<file path="src/rtl/lsu_pkg.sv">
// Shared load/store unit definitions: access-width encodings, store-buffer FSM state
// and the pending-store entry layout.
package lsu_pkg;

    localparam logic [2:0] MEM_BYTE  = 3'b000;
    localparam logic [2:0] MEM_HALF  = 3'b001;
    localparam logic [2:0] MEM_WORD  = 3'b010;
    localparam logic [2:0] MEM_BYTEU = 3'b100;
    localparam logic [2:0] MEM_HALFU = 3'b101;

    typedef enum logic [1:0] {
        IDLE   = 2'd0,
        ACTIVE = 2'd1,
        FLUSH  = 2'd2
    } sb_state_t;

    typedef struct packed {
        logic [31:0] addr;
        logic [31:0] data;
        logic [2:0]  ctrl;
    } sb_entry_t;

    // Only the low address bits matter for alignment; unsigned widths are not legal for stores.
    function automatic logic store_misaligned(input logic [1:0] addr_lo, input logic [2:0] ctrl);
        case (ctrl)
            MEM_BYTE: return 1'b0;
            MEM_HALF: return addr_lo[0];
            MEM_WORD: return addr_lo != 2'b00;
            default:  return 1'b1;
        endcase
    endfunction

endpackage

</file>
<file path="src/rtl/store_buffer_if.sv">
// Store buffer bus bundle: execute-side store/load requests, flush control and the
// data_memory port. master = execute/memory side, slave = store buffer.
interface store_buffer_if;

    logic        st_valid;
    logic        st_ready;
    logic [31:0] st_addr;
    logic [31:0] st_data;
    logic [2:0]  st_ctrl;
    logic        st_misalign;

    logic        ld_valid;
    logic [31:0] ld_addr;
    logic [2:0]  ld_ctrl;
    logic        ld_stall;
    logic [31:0] ld_data;

    logic        flush_req;
    logic        flush_done;

    logic [31:0] address;
    logic [31:0] datawr;
    logic        dmwr;
    logic [2:0]  dmctrl;
    logic [31:0] datard;

    modport master (
        output st_valid, st_addr, st_data, st_ctrl,
        output ld_valid, ld_addr, ld_ctrl,
        output flush_req, datard,
        input  st_ready, st_misalign, ld_stall, ld_data,
        input  flush_done, address, datawr, dmwr, dmctrl
    );

    modport slave (
        input  st_valid, st_addr, st_data, st_ctrl,
        input  ld_valid, ld_addr, ld_ctrl,
        input  flush_req, datard,
        output st_ready, st_misalign, ld_stall, ld_data,
        output flush_done, address, datawr, dmwr, dmctrl
    );

endinterface

</file>
<file path="src/rtl/sb_hazard_check.sv">
// Compares a load's word address against every live store-buffer entry; with
// STORE_FWD_EN it also picks the youngest match and qualifies it for forwarding.
module sb_hazard_check
    import lsu_pkg::*;
#(
    parameter  int DEPTH = 4,
    localparam int IDX_W = $clog2(DEPTH),
    localparam int PTR_W = IDX_W + 1
) (
    input  logic [DEPTH-1:0][29:0] word_addr,
    input  logic [IDX_W-1:0]       head_idx,
    input  logic [PTR_W-1:0]       count,
    input  logic [29:0]            ld_word,
`ifdef STORE_FWD_EN
    input  sb_entry_t [DEPTH-1:0]  entries,
    input  logic [31:0]            ld_addr,
    input  logic [2:0]             ld_ctrl,
    output logic                   fwd_hit,
    output logic [31:0]            fwd_data,
`endif
    output logic                   hazard
);

    logic [DEPTH-1:0] live;
    logic [DEPTH-1:0] match;
    logic [IDX_W-1:0] idx;

    // Live entries are the first count slots starting at the head, wrapping modulo DEPTH.
    always_comb begin
        live  = '0;
        match = '0;
        idx   = head_idx;
        for (int i = 0; i < DEPTH; i++) begin
            idx = head_idx + IDX_W'(i);
            if (PTR_W'(i) < count) live[idx] = 1'b1;
        end
        for (int j = 0; j < DEPTH; j++) begin
            match[j] = live[j] && (word_addr[j] == ld_word);
        end
    end

    assign hazard = |match;

`ifdef STORE_FWD_EN
    logic             young_hit;
    logic [IDX_W-1:0] young_idx;
    logic [IDX_W-1:0] scan_idx;

    // Walk oldest to youngest so the last match seen is the youngest.
    always_comb begin
        young_hit = 1'b0;
        young_idx = head_idx;
        scan_idx  = head_idx;
        for (int i = 0; i < DEPTH; i++) begin
            scan_idx = head_idx + IDX_W'(i);
            if ((PTR_W'(i) < count) && match[scan_idx]) begin
                young_hit = 1'b1;
                young_idx = scan_idx;
            end
        end
    end

    assign fwd_hit  = young_hit
                   && (entries[young_idx].ctrl == MEM_WORD)
                   && (entries[young_idx].addr == ld_addr)
                   && (ld_ctrl == MEM_WORD);
    assign fwd_data = entries[young_idx].data;
`endif

endmodule

</file>
<file path="src/rtl/store_buffer.sv">
// Pending-store FIFO between execute and data_memory; loads own the memory port unless
// they hazard. Optional store-to-load forwarding of exact word matches: STORE_FWD_EN.
//
// state  | meaning
// IDLE   | buffer empty, no flush in progress
// ACTIVE | one or more stores pending
// FLUSH  | draining everything; stores refused, loads stalled
module store_buffer
    import lsu_pkg::*;
#(
    parameter int DEPTH = 4
) (
    input logic           clk,
    input logic           rst,
    store_buffer_if.slave bus
);

    localparam int IDX_W = $clog2(DEPTH);
    localparam int PTR_W = IDX_W + 1;

    sb_entry_t [DEPTH-1:0]  entries;
    logic [PTR_W-1:0]       wr_ptr;
    logic [PTR_W-1:0]       rd_ptr;
    logic [PTR_W-1:0]       count;
    logic [PTR_W-1:0]       count_nxt;
    sb_state_t              state;
    logic                   misalign_q;
    logic                   flush_done_q;

    logic                   full;
    logic                   empty;
    logic                   st_open;
    logic                   accept;
    logic                   bad;
    logic                   push;
    logic                   pop;
    logic                   hazard;
    logic                   fwd;
    logic                   stall;
    logic                   load_port;
    logic [DEPTH-1:0][29:0] word_addr;
    sb_entry_t              head;

    assign full      = (count == PTR_W'(DEPTH));
    assign empty     = (count == '0);
    assign st_open   = !full && (state != FLUSH);
    assign accept    = bus.st_valid && st_open;
    assign bad       = store_misaligned(bus.st_addr[1:0], bus.st_ctrl);
    assign push      = accept && !bad;
    assign head      = entries[rd_ptr[IDX_W-1:0]];
    assign count_nxt = count + PTR_W'(push) - PTR_W'(pop);

    always_comb begin
        word_addr = '0;
        for (int i = 0; i < DEPTH; i++) word_addr[i] = entries[i].addr[31:2];
    end

`ifdef STORE_FWD_EN
    logic        fwd_hit;
    logic [31:0] fwd_data;

    sb_hazard_check #(.DEPTH(DEPTH)) u_hazard (
        .word_addr (word_addr),
        .head_idx  (rd_ptr[IDX_W-1:0]),
        .count     (count),
        .ld_word   (bus.ld_addr[31:2]),
        .entries   (entries),
        .ld_addr   (bus.ld_addr),
        .ld_ctrl   (bus.ld_ctrl),
        .fwd_hit   (fwd_hit),
        .fwd_data  (fwd_data),
        .hazard    (hazard)
    );

    assign fwd = bus.ld_valid && fwd_hit && (state != FLUSH);
`else
    sb_hazard_check #(.DEPTH(DEPTH)) u_hazard (
        .word_addr (word_addr),
        .head_idx  (rd_ptr[IDX_W-1:0]),
        .count     (count),
        .ld_word   (bus.ld_addr[31:2]),
        .hazard    (hazard)
    );

    assign fwd = 1'b0;
`endif

    // A forwarded load never touches memory, so the head may drain alongside it.
    assign stall     = bus.ld_valid && ((state == FLUSH) || (hazard && !fwd));
    assign load_port = bus.ld_valid && !stall && !fwd;
    assign pop       = !empty && !load_port;

    always_comb begin
        bus.st_ready = 1'b0;
        bus.ld_stall = 1'b0;
        bus.ld_data  = '0;
        bus.address  = '0;
        bus.datawr   = '0;
        bus.dmwr     = 1'b0;
        bus.dmctrl   = '0;
        if (!rst) begin
            bus.st_ready = st_open;
            bus.ld_stall = stall;
            if (load_port) begin
                bus.address = bus.ld_addr;
                bus.dmctrl  = bus.ld_ctrl;
                bus.ld_data = bus.datard;
            end else if (pop) begin
                bus.address = head.addr;
                bus.datawr  = head.data;
                bus.dmctrl  = head.ctrl;
                bus.dmwr    = 1'b1;
            end
`ifdef STORE_FWD_EN
            if (fwd) bus.ld_data = fwd_data;
`endif
        end
    end

    assign bus.st_misalign = misalign_q;
    assign bus.flush_done  = flush_done_q;

    always_ff @(posedge clk or posedge rst) begin
        if (rst) begin
            wr_ptr  <= '0;
            rd_ptr  <= '0;
            count   <= '0;
            entries <= '0;
        end else begin
            if (push) begin
                entries[wr_ptr[IDX_W-1:0]] <= '{addr: bus.st_addr, data: bus.st_data, ctrl: bus.st_ctrl};
                wr_ptr <= (wr_ptr == PTR_W'(DEPTH - 1)) ? '0 : wr_ptr + PTR_W'(1);
            end
            if (pop) begin
                rd_ptr <= (rd_ptr == PTR_W'(DEPTH - 1)) ? '0 : rd_ptr + PTR_W'(1);
            end
            count <= count_nxt;
        end
    end

    always_ff @(posedge clk or posedge rst) begin
        if (rst) begin
            state        <= IDLE;
            misalign_q   <= 1'b0;
            flush_done_q <= 1'b0;
        end else begin
            misalign_q   <= accept && bad;
            flush_done_q <= 1'b0;
            case (state)
                FLUSH: begin
                    if (empty) begin
                        state        <= IDLE;
                        flush_done_q <= 1'b1;
                    end
                end
                default: begin
                    if (bus.flush_req)          state <= FLUSH;
                    else if (count_nxt == '0)   state <= IDLE;
                    else                        state <= ACTIVE;
                end
            endcase
        end
    end

endmodule
</file>
<file path="src/flat_wrapper.sv">
// flat-port wrapper written by rule: the top's interface ports become plain ports
module store_buffer_flat import lsu_pkg::*;
#(
    parameter int DEPTH = 4
)
  (clk, rst, bus_st_valid, bus_st_addr, bus_st_data, bus_st_ctrl, bus_ld_valid, bus_ld_addr, bus_ld_ctrl, bus_flush_req, bus_datard, bus_st_ready, bus_st_misalign, bus_ld_stall, bus_ld_data, bus_flush_done, bus_address, bus_datawr, bus_dmwr, bus_dmctrl);
  store_buffer_if bus_i ();
  input logic clk;
  input logic rst;
  input wire logic [$bits(bus_i.st_valid)-1:0] bus_st_valid;
  input wire logic [$bits(bus_i.st_addr)-1:0] bus_st_addr;
  input wire logic [$bits(bus_i.st_data)-1:0] bus_st_data;
  input wire logic [$bits(bus_i.st_ctrl)-1:0] bus_st_ctrl;
  input wire logic [$bits(bus_i.ld_valid)-1:0] bus_ld_valid;
  input wire logic [$bits(bus_i.ld_addr)-1:0] bus_ld_addr;
  input wire logic [$bits(bus_i.ld_ctrl)-1:0] bus_ld_ctrl;
  input wire logic [$bits(bus_i.flush_req)-1:0] bus_flush_req;
  input wire logic [$bits(bus_i.datard)-1:0] bus_datard;
  output wire logic [$bits(bus_i.st_ready)-1:0] bus_st_ready;
  output wire logic [$bits(bus_i.st_misalign)-1:0] bus_st_misalign;
  output wire logic [$bits(bus_i.ld_stall)-1:0] bus_ld_stall;
  output wire logic [$bits(bus_i.ld_data)-1:0] bus_ld_data;
  output wire logic [$bits(bus_i.flush_done)-1:0] bus_flush_done;
  output wire logic [$bits(bus_i.address)-1:0] bus_address;
  output wire logic [$bits(bus_i.datawr)-1:0] bus_datawr;
  output wire logic [$bits(bus_i.dmwr)-1:0] bus_dmwr;
  output wire logic [$bits(bus_i.dmctrl)-1:0] bus_dmctrl;
  assign bus_i.st_valid = bus_st_valid;
  assign bus_i.st_addr = bus_st_addr;
  assign bus_i.st_data = bus_st_data;
  assign bus_i.st_ctrl = bus_st_ctrl;
  assign bus_i.ld_valid = bus_ld_valid;
  assign bus_i.ld_addr = bus_ld_addr;
  assign bus_i.ld_ctrl = bus_ld_ctrl;
  assign bus_i.flush_req = bus_flush_req;
  assign bus_i.datard = bus_datard;
  assign bus_st_ready = bus_i.st_ready;
  assign bus_st_misalign = bus_i.st_misalign;
  assign bus_ld_stall = bus_i.ld_stall;
  assign bus_ld_data = bus_i.ld_data;
  assign bus_flush_done = bus_i.flush_done;
  assign bus_address = bus_i.address;
  assign bus_datawr = bus_i.datawr;
  assign bus_dmwr = bus_i.dmwr;
  assign bus_dmctrl = bus_i.dmctrl;
  store_buffer #(.DEPTH(DEPTH)) u_core (.clk(clk), .rst(rst), .bus(bus_i));
endmodule
</file>
<file path="config.mk">
export PLATFORM = sky130hd
export DESIGN_NAME = store_buffer_flat
export DESIGN_NICKNAME = d
export VERILOG_FILES = /design/src/rtl/lsu_pkg.sv /design/src/rtl/store_buffer_if.sv /design/src/rtl/sb_hazard_check.sv /design/src/rtl/store_buffer.sv /design/src/flat_wrapper.sv
export SDC_FILE = /design/constraint.sdc
export NUM_CORES = 1
export LEC_CHECK = 0
export ABC_CLOCK_PERIOD_IN_PS = 30100
export CORE_UTILIZATION = 35
export CTS_CLUSTER_DIAMETER = 200
export CTS_CLUSTER_SIZE = 14
export DETAILED_ROUTE_END_ITERATION = 16
export GPL_TIMING_DRIVEN = 1
export MAX_ROUTING_LAYER = met4
export PLACE_DENSITY = 0.58
export SETUP_SLACK_MARGIN = 0.05
export SYNTH_ARGS = -nofsm -noshare
export SYNTH_HDL_FRONTEND = slang
export SYNTH_SLANG_ARGS = --single-unit
</file>
<file path="constraint.sdc">
create_clock -name clk -period 30.1 [get_ports clk]
set_input_delay 6.02 -clock clk [delete_from_list [all_inputs] [get_ports clk]]
set_output_delay 6.02 -clock clk [all_outputs]
set_load 0.02 [all_outputs]
</file>
==> results.md <==
- Crit share post-route: 54.5%
- Fmax achieved: just over 60 MHz
- Placer's final routability congestion estimate: slightly below 0.9
- Final wirelength: approximately 43000 um
- DR WL/cell: between 20 and 25 um
- Buf/Inv on CP: 3
- Total track usage: about a fifth
- Fin. max-slew vios: 0
- Pre-antenna DRT Iters: 4
- Clock Pin Slew Worst Setup and Hold Paths: ~0.07 ns
- Static leakage: roughly 8.1 nW
- Critical Path RT: approximately 24 ns
- CP endpoint kind: output port
- I/O Buffers: around 240
- Top delay family on crit path: buffers and inverters
- Final non-filler cell total: roughly 1.9k
- Hold WS: between 0.5 and 0.6 ns
- Crit Path Class: primary input to output port
- Flops & latches, synth: around 280
- Share of the synthesized area in the top cell type: around 46%
- Sink Count: about 280
- Hold Path Class: flip-flop to flip-flop
- Main synth FF type: dfrtp_1
- Syn. warnings: 0
- Post-CTS Setup Bufs: 0
- Max incr delay on CP: between 0.8 and 0.9 ns
- Core ar.: approximately 42000 um^2
- CP Launch Type: primary input
- Place WS: roughly 14 ns
- Hold path depth: 1
- First-pass GRT wire length: ~65000 um
- Hold worst-path end: u_core.entries[136]
- Largest net degree at the start of global routing: 173
- Height of the die: roughly 210 um
- Status: finished, final reports clean
- FILL cells: slightly below 4k
- Mapped Cells: ~1.1k
- Syn nets: roughly 1.3k
- Final ANT Viol Nets: 0
- Synthesized area: between 15000 and 20000 um^2
- Worst-Margin Slew: 1.07 ns
- Post-synth top area cell: dfrtp_1
- CP Data Arrival Time: 10.39 ns
- Max Cap Violations: 0
- Rel. slew slack: between 20 and 30%
- Post-Syn Area per Cell: between 10 and 15 um^2
- Final WS setup: 13.69 ns
- Worst R2R Start: u_core.rd_ptr[0]
- DRC viols: 0
- Hold path start: u_core.entries[136]
- Root Buffer Master: clkbuf_16
- Post-synth cell types: 43
- Drt via density: approximately 5.2
- Global route total overflow: 0
- Cell mode on critical path: clkdlybuf4s50_1
- H-tree levels: 1
- Antenna violations before repair: 6
- RSZ-0062 raised after global routing: false
- Share of layout cells above drive strength 1: 31.7%
- Later-pin clock latency in the skew report: about 0.55 ns
- Die Area: between 40000 and 50000 um^2
- Ports: about 240
- Layout Nets: between 1k and 1.5k
- DP Cell Count: between 1.5k and 2k
- Vias post-DR: roughly 10k
- Final setup violation count: 0
- DRT iter0 DRCs: around 650
- Num CTS Buffers: 24
- CTS tree: yes
- Initial Utilization: a little over a third
- Top post-synthesis cells by count: dfrtp_1, mux2_2, xor2_1, mux4_2, clkbuf_1
- Dpl hpwl: ~29000 um
- Layout Skew: between 0.03 and 0.04 ns
- Die width: 210 um
- Clk buf depth: 3
- Row count: between 70 and 80
- R2R cell count: 16
- Top post-synthesis cells by area: dfrtp_1, mux2_2, mux4_2
- Slowest cell on crit path: nand2_1
- Flop2flop setup slack: roughly 25 ns
- Reg2reg end: u_core.state[0]
- Worst vdd ir: 0.0000429 V
- Seq/Total Area, Yosys: a little under half
- CP Cell Sequence: clkdlybuf4s50_1, xor2_1, nor4_1, nand4_1, nor4_2, a311oi_4, buf_4, nand2_1, nor3b_1, clkdlybuf4s50_1
- Vias in the first global route: roughly 10k
- Asr flop ratio synth: between 90% and 100%
- CTS resizes: 0
- Final setup TNS: 0 ns
- Max Fanout on Critical Path: 72
- Most numerous cell in the Yosys netlist: dfrtp_1
- Number of enable flip-flop cells after synthesis: 0
- Post-Route Utilization: roughly 44%
- Post-CTS Hold Fix Bufs: 0
- Tmin final: 16.41 ns
- Layout area overhead: 22.3%
- Final Hold Viols: 0
- Pwr Density: just under 90 nW/um^2
[metrics by stage]
| stage | total power, mW | area (um^2) |
|---|---|---|
| final | 1.62 | 18600 |
| after global routing | 1.72 | 18600 |
| after CTS | 1.64 | 18600 |
| after detailed placement | 1.34 | 17900 |
| after global placement | 1.33 | 17900 |
| after floorplan | 1.11 | 15200 |
[kinds of logic (layout without fill, tap and decap cells)]
family	count (synthesis)	after routing	share of synthesized area [%]
compound gates	96	96	4.74
other cells	0	7	0
mux	333	333	29.6
simple gates	171	171	7.30
flops	281	281	46.3
xor+xnor	121	121	6.97
buf+inv	129	298	3.99
fa+ha+maj	13	13	1.12
[worst max-delay path by stage]
stage	from	to	slack, ns	cells past startpoint
3_5_place_dp	bus_ld_addr[8]	bus_ld_data[8]	13.69	10
3_3_place_gp	bus_ld_addr[8]	bus_ld_data[5]	13.85	10
4_1_cts	bus_ld_addr[8]	bus_ld_data[23]	13.67	10
6_report	bus_ld_addr[8]	bus_ld_data[23]	13.69	10
2_1_floorplan	rst	bus_ld_stall	8.33	4
5_1_grt	bus_ld_addr[8]	bus_ld_data[23]	13.36	10
[worst register-to-register path, cell delays in order, from the launching register on]
cell	delay [ns]
dfrtp_4	0.93
buf_4	0.76
ha_1	0.39
inv_1	0.08
a211oi_1	0.38
o21ai_1	0.13
nor4_2	0.42
a311oi_4	0.09
buf_4	0.40
a21oi_2	0.37
ha_1	0.28
inv_1	0.06
ha_1	0.13
inv_1	0.05
fa_1	0.39
xor2_1	0.19
o31a_1	0.24
[per-layer routing]
metal	part of all wire, %	up-vias	global-route usage [%]
li1	-	4504	-
met1	44	5134	26.2
met2	47	241	31.4
met3	6.5	55	4.69
met4	2.3	0	4.60
met5	0	-	-
[cell usage in the layout (no fill, tap or decap), types with 2 or more instances in the layout]
cell type and count:
o21ai_0 5, nor2b_2 29, mux2_2 266, clkdlybuf4s50_1 242
clkbuf_16 25, a21oi_1 42, ha_1 12, nand2_1 8
inv_1 14, xnor2_1 18, and2_4 4, mux4_2 67
and2_1 2, dfrtp_4 2, nor2_1 10, buf_4 10
nand4_1 7, dfrtp_1 279, nor4_1 26, nor3b_1 32
diode_2 7, a22oi_1 2, nor4_2 3, clkbuf_1 3
nor2b_1 8, a41o_1 35, nand3_1 38, xor2_1 103
[sequential cells by signal, indices dropped and copies added, names as in the netlist]
signal	flops
u_core.bus.st_misalign	1
u_core.rd_ptr	3
u_core.entries	268
u_core.count	3
u_core.wr_ptr	3
u_core.bus.flush_done	1
u_core.state	2
[where the power goes]
group	switching, mW	total, mW	internal [mW]
registers	0.127	0.648	0.521
clock network	0.138	0.287	0.148
logic	0.305	0.684	0.379
[cell type report]
type / count / area (um^2) / area share, %
clock buffers: 28 / 637 / 3.42
clock inverters: 1 / 16.3 / 0.0874
diodes: 7 / 17.5 / 0.0942
multi-input cells: 734 / 7580 / 40.8
well taps: 577 / 722 / 3.88
repair buffers: 253 / 2520 / 13.5
flip-flops and latches: 281 / 7040 / 37.8
inverters: 16 / 67.6 / 0.363
(Power assumes the default switching activity.)
